## config.mk

```make
export PLATFORM = sky130hd
export DESIGN_NAME = bg_index_fetch
export DESIGN_NICKNAME = d
export VERILOG_FILES = /design/src/rtl/bg_fetch_pkg.sv /design/src/rtl/bg_addr_calc.sv /design/src/rtl/bg_index_fetch.sv
export SDC_FILE = /design/constraint.sdc
export NUM_CORES = 1
export LEC_CHECK = 0
export CORE_MARGIN = 2
export CORE_UTILIZATION = 50
export DETAILED_ROUTE_END_ITERATION = 6
export GPL_ROUTABILITY_DRIVEN = 0
export PLACE_DENSITY = 0.76
export SYNTH_ARGS = -nofsm -noshare
export SYNTH_HDL_FRONTEND = slang
export SYNTH_SLANG_ARGS = --single-unit
```

## constraint.sdc

```tcl
create_clock -name Clk -period 4.5 [get_ports Clk]
set_input_delay 0.9 -clock Clk [delete_from_list [all_inputs] [get_ports Clk]]
set_output_delay 0.9 -clock Clk [all_outputs]
set_load 0.01 [all_outputs]
```

## src/rtl/bg_fetch_pkg.sv

```systemverilog
// ---------------------------------------------------------------------------
// bg_fetch_pkg
//   Shared types and default geometry for the background index fetch path.
//   DEF_IMG_W / DEF_IMG_H   : source image size in pixels
//   DEF_SCALE_SHIFT         : screen-to-image downscale (DrawX >> shift)
//   DEF_IDX_W / DEF_ADDR_W  : palette index width, ROM address width
//   coord_t                 : 10-bit VGA scan coordinate
//   pal_idx_t               : palette index
//   TRANSPARENT_IDX         : index emitted for blanked / off-image pixels
// ---------------------------------------------------------------------------
package bg_fetch_pkg;

  localparam int DEF_IMG_W       = 320;
  localparam int DEF_IMG_H       = 240;
  localparam int DEF_SCALE_SHIFT = 1;
  localparam int DEF_IDX_W       = 4;
  localparam int DEF_ADDR_W      = 17;

  typedef logic [9:0]           coord_t;
  typedef logic [DEF_IDX_W-1:0] pal_idx_t;

  localparam pal_idx_t TRANSPARENT_IDX = '0;

endpackage

```

## src/rtl/bg_addr_calc.sv

```systemverilog
// ---------------------------------------------------------------------------
// bg_addr_calc
//   Combinational scan-coordinate to ROM-address mapping.
//   draw_x_i / draw_y_i : scan coordinates
//   scroll_x_i          : current horizontal scroll (always < IMG_W)
//   mirror_i            : reflect the column after the scroll wrap
//   addr_o              : row*IMG_W + col, truncated to ADDR_W
//   oor_o               : source column or row lies outside the image
// ---------------------------------------------------------------------------
module bg_addr_calc
  import bg_fetch_pkg::*;
#(
  parameter int IMG_W       = DEF_IMG_W,
  parameter int IMG_H       = DEF_IMG_H,
  parameter int SCALE_SHIFT = DEF_SCALE_SHIFT,
  parameter int ADDR_W      = DEF_ADDR_W,
  parameter int SX_W        = $clog2(DEF_IMG_W)
) (
  input  coord_t            draw_x_i,
  input  coord_t            draw_y_i,
  input  logic [SX_W-1:0]   scroll_x_i,
  input  logic              mirror_i,
  output logic [ADDR_W-1:0] addr_o,
  output logic              oor_o
);

  // One bit of headroom over a coordinate: source column plus scroll
  // reaches at most 511 + IMG_W-1.
  localparam int CW = 11;

  logic [CW-1:0] src_col;
  logic [CW-1:0] row;
  logic [CW-1:0] sum_col;
  logic [CW-1:0] col;

  always_comb begin
    src_col = CW'(draw_x_i >> SCALE_SHIFT);
    row     = CW'(draw_y_i >> SCALE_SHIFT);
    sum_col = src_col + CW'(scroll_x_i);
    // Both terms are below IMG_W for in-range pixels, so one subtract wraps.
    col     = (sum_col >= CW'(IMG_W)) ? (sum_col - CW'(IMG_W)) : sum_col;
    if (mirror_i) begin
      col = CW'(IMG_W - 1) - col;
    end
    oor_o  = (src_col >= CW'(IMG_W)) || (row >= CW'(IMG_H));
    addr_o = ADDR_W'(row) * ADDR_W'(IMG_W) + ADDR_W'(col);
  end

endmodule

```

## src/rtl/bg_index_fetch.sv

```systemverilog
// ---------------------------------------------------------------------------
// bg_index_fetch
//   Turns VGA scan coordinates into 4-bit palette indices read from an
//   external synchronous ROM, with a per-frame wrapping horizontal scroll.
//   Fixed 3-cycle latency, one pixel per clock, no stalls.
//
//   Clk, Reset (async, active-high)
//   DrawX, DrawY, pixel_valid   : scan position and visible flag
//   frame_start, scroll_en      : scroll advance strobe and enable
//   scroll_step                 : columns advanced per frame
//   mirror_x                    : horizontal mirror (only with macro)
//   rom_addr / rom_data         : ROM read port, data valid 1 cycle later
//   idx_out, idx_valid          : palette index and visible flag
//   DrawX_d, DrawY_d            : coordinates aligned with idx_out
//
//   Build option: define BG_FETCH_MIRROR_EN to add the mirror_x input.
// ---------------------------------------------------------------------------
module bg_index_fetch
  import bg_fetch_pkg::*;
#(
  parameter int IMG_W       = DEF_IMG_W,
  parameter int IMG_H       = DEF_IMG_H,
  parameter int SCALE_SHIFT = DEF_SCALE_SHIFT,
  parameter int IDX_W       = DEF_IDX_W,
  parameter int ADDR_W      = DEF_ADDR_W
) (
  input  logic              Clk,
  input  logic              Reset,
  input  coord_t            DrawX,
  input  coord_t            DrawY,
  input  logic              pixel_valid,
  input  logic              frame_start,
  input  logic              scroll_en,
  input  logic [3:0]        scroll_step,
`ifdef BG_FETCH_MIRROR_EN
  input  logic              mirror_x,
`endif
  output logic [ADDR_W-1:0] rom_addr,
  input  logic [IDX_W-1:0]  rom_data,
  output logic [IDX_W-1:0]  idx_out,
  output logic              idx_valid,
  output coord_t            DrawX_d,
  output coord_t            DrawY_d
);

  localparam int SX_W = $clog2(IMG_W);

  logic [SX_W-1:0]   scroll_x_q, scroll_x_d;
  logic [SX_W:0]     scroll_sum;
  logic              mirror_s;
  logic [ADDR_W-1:0] calc_addr;
  logic              calc_oor;
  logic [ADDR_W-1:0] rom_addr_q, rom_addr_d;
  logic [IDX_W-1:0]  idx_q, idx_d;

  logic   vld_p0_q, oor_p0_q;
  coord_t x_p0_q, y_p0_q;
  logic   vld_p1_q, oor_p1_q;
  coord_t x_p1_q, y_p1_q;
  logic   vld_p2_q;
  coord_t x_p2_q, y_p2_q;

`ifdef BG_FETCH_MIRROR_EN
  assign mirror_s = mirror_x;
`else
  assign mirror_s = 1'b0;
`endif

  bg_addr_calc #(
    .IMG_W       (IMG_W),
    .IMG_H       (IMG_H),
    .SCALE_SHIFT (SCALE_SHIFT),
    .ADDR_W      (ADDR_W),
    .SX_W        (SX_W)
  ) u_addr_calc (
    .draw_x_i   (DrawX),
    .draw_y_i   (DrawY),
    .scroll_x_i (scroll_x_q),
    .mirror_i   (mirror_s),
    .addr_o     (calc_addr),
    .oor_o      (calc_oor)
  );

  always_comb begin
    scroll_sum = {1'b0, scroll_x_q} + (SX_W+1)'(scroll_step);
    scroll_x_d = scroll_x_q;
    // The pixel sampled together with frame_start still sees the old scroll.
    if (frame_start && scroll_en) begin
      scroll_x_d = (scroll_sum >= (SX_W+1)'(IMG_W)) ?
                   SX_W'(scroll_sum - (SX_W+1)'(IMG_W)) : SX_W'(scroll_sum);
    end
    // Off-image pixels leave the ROM address untouched.
    rom_addr_d = calc_oor ? rom_addr_q : calc_addr;
    idx_d      = (vld_p1_q && !oor_p1_q) ? rom_data : IDX_W'(TRANSPARENT_IDX);
  end

  always_ff @(posedge Clk or posedge Reset) begin
    if (Reset) begin
      scroll_x_q <= '0;
      rom_addr_q <= '0;
      vld_p0_q   <= 1'b0;
      oor_p0_q   <= 1'b0;
      x_p0_q     <= '0;
      y_p0_q     <= '0;
      vld_p1_q   <= 1'b0;
      oor_p1_q   <= 1'b0;
      x_p1_q     <= '0;
      y_p1_q     <= '0;
      vld_p2_q   <= 1'b0;
      idx_q      <= '0;
      x_p2_q     <= '0;
      y_p2_q     <= '0;
    end else begin
      scroll_x_q <= scroll_x_d;
      // S0: address issued to ROM, flags and coordinates captured
      rom_addr_q <= rom_addr_d;
      vld_p0_q   <= pixel_valid;
      oor_p0_q   <= calc_oor;
      x_p0_q     <= DrawX;
      y_p0_q     <= DrawY;
      // S1: ROM read in flight, flags and coordinates follow
      vld_p1_q   <= vld_p0_q;
      oor_p1_q   <= oor_p0_q;
      x_p1_q     <= x_p0_q;
      y_p1_q     <= y_p0_q;
      // S2: index and aligned coordinates presented
      vld_p2_q   <= vld_p1_q;
      idx_q      <= idx_d;
      x_p2_q     <= x_p1_q;
      y_p2_q     <= y_p1_q;
    end
  end

  assign rom_addr  = rom_addr_q;
  assign idx_out   = idx_q;
  assign idx_valid = vld_p2_q;
  assign DrawX_d   = x_p2_q;
  assign DrawY_d   = y_p2_q;

endmodule

```

Word-level counts from Yosys, hierarchy flattened
Index checks and enable logic that the tools add are counted.
Cells by class
  add/sub/neg operators: 5
  multipliers: 1
  order comparisons: 4
  muxes and demuxes: 3
  reductions and logical operators: 4
Operator list (number)
  $add 17x11->17: 1
  $ge 11x9->1 const B: 1
  $mul 9x3->11 const B: 1
  $mux 11: 1
  $sub 11x9->11 const B: 1
  $add 9x4->10: 1
  $add 9x9->10: 1
  $ge 10x9->1 const B: 1
  $ge 9x8->1 const B: 1
  $ge 9x9->1 const B: 1
  $mux 9: 1
  $sub 9x9->9 const B: 1
  $mux 4: 1
  $logic_and 1x1->1: 2
  $logic_not 1->1: 1
  $logic_or 1x1->1: 1
Word-level totals
  register bits: 95
  input port bits: 33

Longest topological paths before layout
  word-level depth: 4
  depth in mapped cells: 21
  gate-level depth less buffers: 21

Modules after synthesis
From an unflattened synthesis, not the netlist that was laid out.
Second synthesis, totals
  cells, all modules: 385
  area total of the unflattened synthesis: 4680.7 um^2
Modules (own cells, without submodules)
  bg_index_fetch: times used 1, cells an instance 197, area each 3174.3 um^2
  bg_addr_calc: times used 1, cells an instance 188, area each 1506.4 um^2

Worst setup path after synthesis
No wires, ideal clock.
  path type: input to register
  start: input DrawX[1]
  end: register rom_addr_q[16], in the netlist rom_addr[16]
  setup time: 0.124 ns
  data arrival time: 4.552 ns
  required time: 4.376 ns
  slack: -0.176 ns
  cell stages on the path: 21
  path buffers: 0
  cell sequence: ha_1 inv_1 fa_1 nand2b_1 a21oi_1 or2_2 o311ai_4 ha_1 nand4b_1 nor4_4 o21ai_0 a31oi_1 ha_1 inv_1 fa_1 nor2b_1 o31a_1 o21ai_0 nor4_1 a211o_1 nand3_1
Between the ends
  word-level cells in the longest chain between the ends: 4
  elaborated cells on any way between the ends: 7
RTL lines
  from (decl): RTL line bg_index_fetch.sv:29  | input coord_t DrawX,
  $add 9x9->10: RTL line bg_addr_calc.sv:39  | sum_col = src_col + CW'(scroll_x_i);
  $sub 11x9->11 or $ge 11x9->1 (tied branches): RTL line bg_addr_calc.sv:41  | col = (sum_col >= CW'(IMG_W)) ? (sum_col - CW'(IMG_W)) : sum_col;
  $mux 11: RTL line bg_addr_calc.sv:41
  $add 17x11->17: RTL line bg_addr_calc.sv:46  | addr_o = ADDR_W'(row) * ADDR_W'(IMG_W) + ADDR_W'(col);
  to (signal assigned): RTL line bg_index_fetch.sv:116  | rom_addr_q <= rom_addr_d;
  to (decl): RTL line bg_index_fetch.sv:53  | logic [ADDR_W-1:0] rom_addr_q, rom_addr_d;
Several ways; a longest one is shown, not always the timed one.
A chain may end at the register's enable or synchronous reset.

Final worst setup path
  start: input DrawX[6]
  end: register rom_addr_q[13], in the netlist rom_addr[13]
The elaborated chain is that of the path after synthesis.

==> flow_summary.ini <==
[sta]
holdWs_ns = 0.354
tns_ns = 0
rsz0062_at_grt = no
skew_ns = 0.0156
layout_setup_ws_ns = 0.168
clock.fmax_mhz = 231
fin_crit_sh_pct = 96.3
setup_viol = 0
period_needed_ns = 4.33
tightest_slew_ns = 1.03
max_slew_margin_pct = 31.0
hold_viol = 0
slew_viol_final = 0

[yosys]
yosys.area_share.simple_pct = 12.1
syn_area_um2 = 4410
ys_warn_count = 0
synthFlopType = dfrtp_1
syn_inst = 377
syn_avg_cell_area_um2 = 11.7
syn-num-nets = 450
yosysSeqAreaShare_pct = 54.0
async_flop_share_pct = 100
synth_compound_area_share_pct = 13.7
synth_fa_ha_area_share_pct = 12.0
yosys.area_share.xor_xnor_pct = 4.74
synth_seq_cells = 95
synth.area.mux_share_pct = 0.994
ys_types = 61
synth_top_family_by_area = compound AO/OA/AOI/OAI gates
synth-edff-count = 0

[pwr]
p_total_mw = 3.40
power_frac_seq_pct = 32.0
p_int_mw = 2.16
power_frac_comb_pct = 50.8
peakVddDrop_mv = 0.297
pwr-share-clk_pct = 17.2
power_switching_share_pct = 36.5
power.density_nw_per_um2 = 571
switching_power_mw = 1.24
p_leak_nw = 2.68

[clocking]
htreeDepth = 3
clk_pin_slew_worst_paths_ns = 0.09
clock_latency_ns = 0.36
cts_buffers = 9
clkSinkCount = 95
cts_root_buffer = clkbuf_8
clk_path_buf_depth = 2
cts_tree = built

[finish]
final_cell_mix = dfrtp_1, clkdlybuf4s50_1, buf_4
final_layout_size_suffix_gt1_share_pct = 19.8
area_growth_pct = 35.2
diodes = 0
fin_nets = 574
finish.instance_area_um2 = 5960
final_common_cell = dfrtp_1

[run]
cap_viol_max_count = 0

[min_path]
min_from = oor_p0_q$_DFF_PP0_
hold_class = reg -> reg

[floorplan]
fp.coreArea_um2 = 8640
dieHeight_um = 97.9
die_w_um = 97.9
ios = 75
num_rows = 34
start_util_pct = 51.0
die_area_um2 = 9580

[routing]
route.detailed.drc = 0
vias = 3317
drt_iter0_markers = 212
viasPerCell = 5.40
ant_nets = 0
dr.pass1.iters = 5
wl_per_cell_um = 15.2
wirelength_um = 9310

[critical_path]
startpoint = DrawX[6]
required_ns = 4.77
endpoint_kind = flip-flop
r2r-start = scroll_x_q[0]$_DFFE_PP0P_
critPathKind = in -> reg
critPathLaunchType = primary input
critPathMaxFanout = 4
arrival_ns = 4.60

[global_route]
antenna_found_initial = 0
grt_use_met3_pct = 3.36
grt_pass1_wl_um = 15200
track_usage_pct = 19.5
busiest_layer = met2
grt_use_met2_pct = 33.4
grt_pass1_vias = 3283
grt_max_degree = 90
grt-ovfl-total = 0
grtUsageMet1_pct = 26.2

[placement]
place_area_um2 = 5550
port_buffers = 74
dp_hpwl_um = 6910
dp_slack_ns = -0.787

[status]
status = finished, final reports clean
critical path, cell delays in order:
cell and delay [ns]:
clkdlybuf4s50_1 0.46, ha_4 0.30, o21ai_1 0.10, a22o_1 0.25, xnor2_1 0.17, inv_1 0.09, ha_2 0.19, nand4b_1 0.14
nor4_4 0.06, or3_1 0.36, o211ai_1 0.20, ha_1 0.29, and2_1 0.15, a22o_1 0.25, o31ai_4 0.30, nor2_1 0.10
xor2_1 0.17, o21ai_1 0.15
power by group through the flow:
stage	Clock, mW	Sequential, mW	Combinational, mW
CTS	0.600	1.09	1.65
floorplan	0	1.10	0.866
global placement	0	1.09	1.49
detailed placement	0	1.10	1.54
global route	0.638	1.11	1.89
finish	0.587	1.09	1.73
routing by layer:
layer | up-vias | wire length, um
li1 | 1587 | -
met3 | 16 | 431
met2 | 118 | 4660
met1 | 1596 | 4080
met5 | - | 0
met4 | 0 | 138
cell families after synthesis:
logic type      after synthesis
simple gates                101
flops                        95
compound gates               86
fa+ha+maj                    40
buf+inv                      28
xor+xnor                     23
mux                           4
flip-flops by register name, summed over array words and instances (netlist names):
signal      cells
rom_addr       17
DrawX_d        10
DrawY_d        10
x_p0_q         10
x_p1_q         10
y_p0_q         10
y_p1_q         10
scroll_x_q      9
idx_out         4
idx_valid       1
oor_p0_q        1
oor_p1_q        1
vld_p0_q        1
vld_p1_q        1
cells in the mapped netlist, drive strengths merged (2+ instances only):
cell	count	area share, %
a211o	2	0.40
a211oi	6	1.0
a21o	7	1.2
a21oi	10	1.1
a221oi	2	0.54
a22o	2	0.40
a31oi	3	0.43
and2	5	0.71
and3	4	0.60
clkbuf	6	0.51
dfrtp	95	54
fa	4	1.8
ha	36	10
inv	22	1.9
mux2	3	0.77
nand2	33	2.8
nand2b	2	0.28
nand3	5	0.57
nand4	6	0.85
nand4b	2	0.40
nor2	17	1.4
nor2b	7	0.99
nor3	5	0.57
nor3b	3	0.62
nor4	3	0.77
o211ai	2	0.34
o21a	6	1.0
o21ai	26	3.0
o22ai	3	0.43
o31ai	2	0.34
or2	2	0.28
or3	2	0.28
xnor2	12	2.4
xor2	11	2.4
worst paths after layout:
check	endpoint	slack, ns	cells past startpoint
worst min register to register	oor_p1_q$_DFF_PP0_	0.35	0
min in group asynchronous	x_p0_q[2]$_DFF_PP0_	1.16	2
worst min-delay path	oor_p1_q$_DFF_PP0_	0.35	0
worst max register to register	rom_addr[13]$_DFFE_PP0N_	0.40	20
max in group asynchronous	rom_addr[5]$_DFFE_PP0N_	2.62	3
worst max-delay path	rom_addr[13]$_DFFE_PP0N_	0.17	18
metrics by stage:
step	instances	utilization, %
4_1_cts	610	68.1
3_5_place_dp	592	64.3
2_1_floorplan	377	-
6_report	614	69.0
3_3_place_gp	592	64.3
5_1_grt	614	69.0
area by class of cell:
type	count	area, um2
inverters	22	85.1
multi-input cells	254	2080
fillers	617	2680
clock buffers	9	124
clock inverters	7	87.6
repair buffers	119	1070
flip-flops and latches	95	2380
well taps	108	135
repair_timing:
action,in CTS,in global routing
setup buffers,2,4
pin swaps,12,23
setup endpoints to repair,6,6
hold buffers,0,0
gates resized for setup,28,14
(Power assumes the default switching activity.)
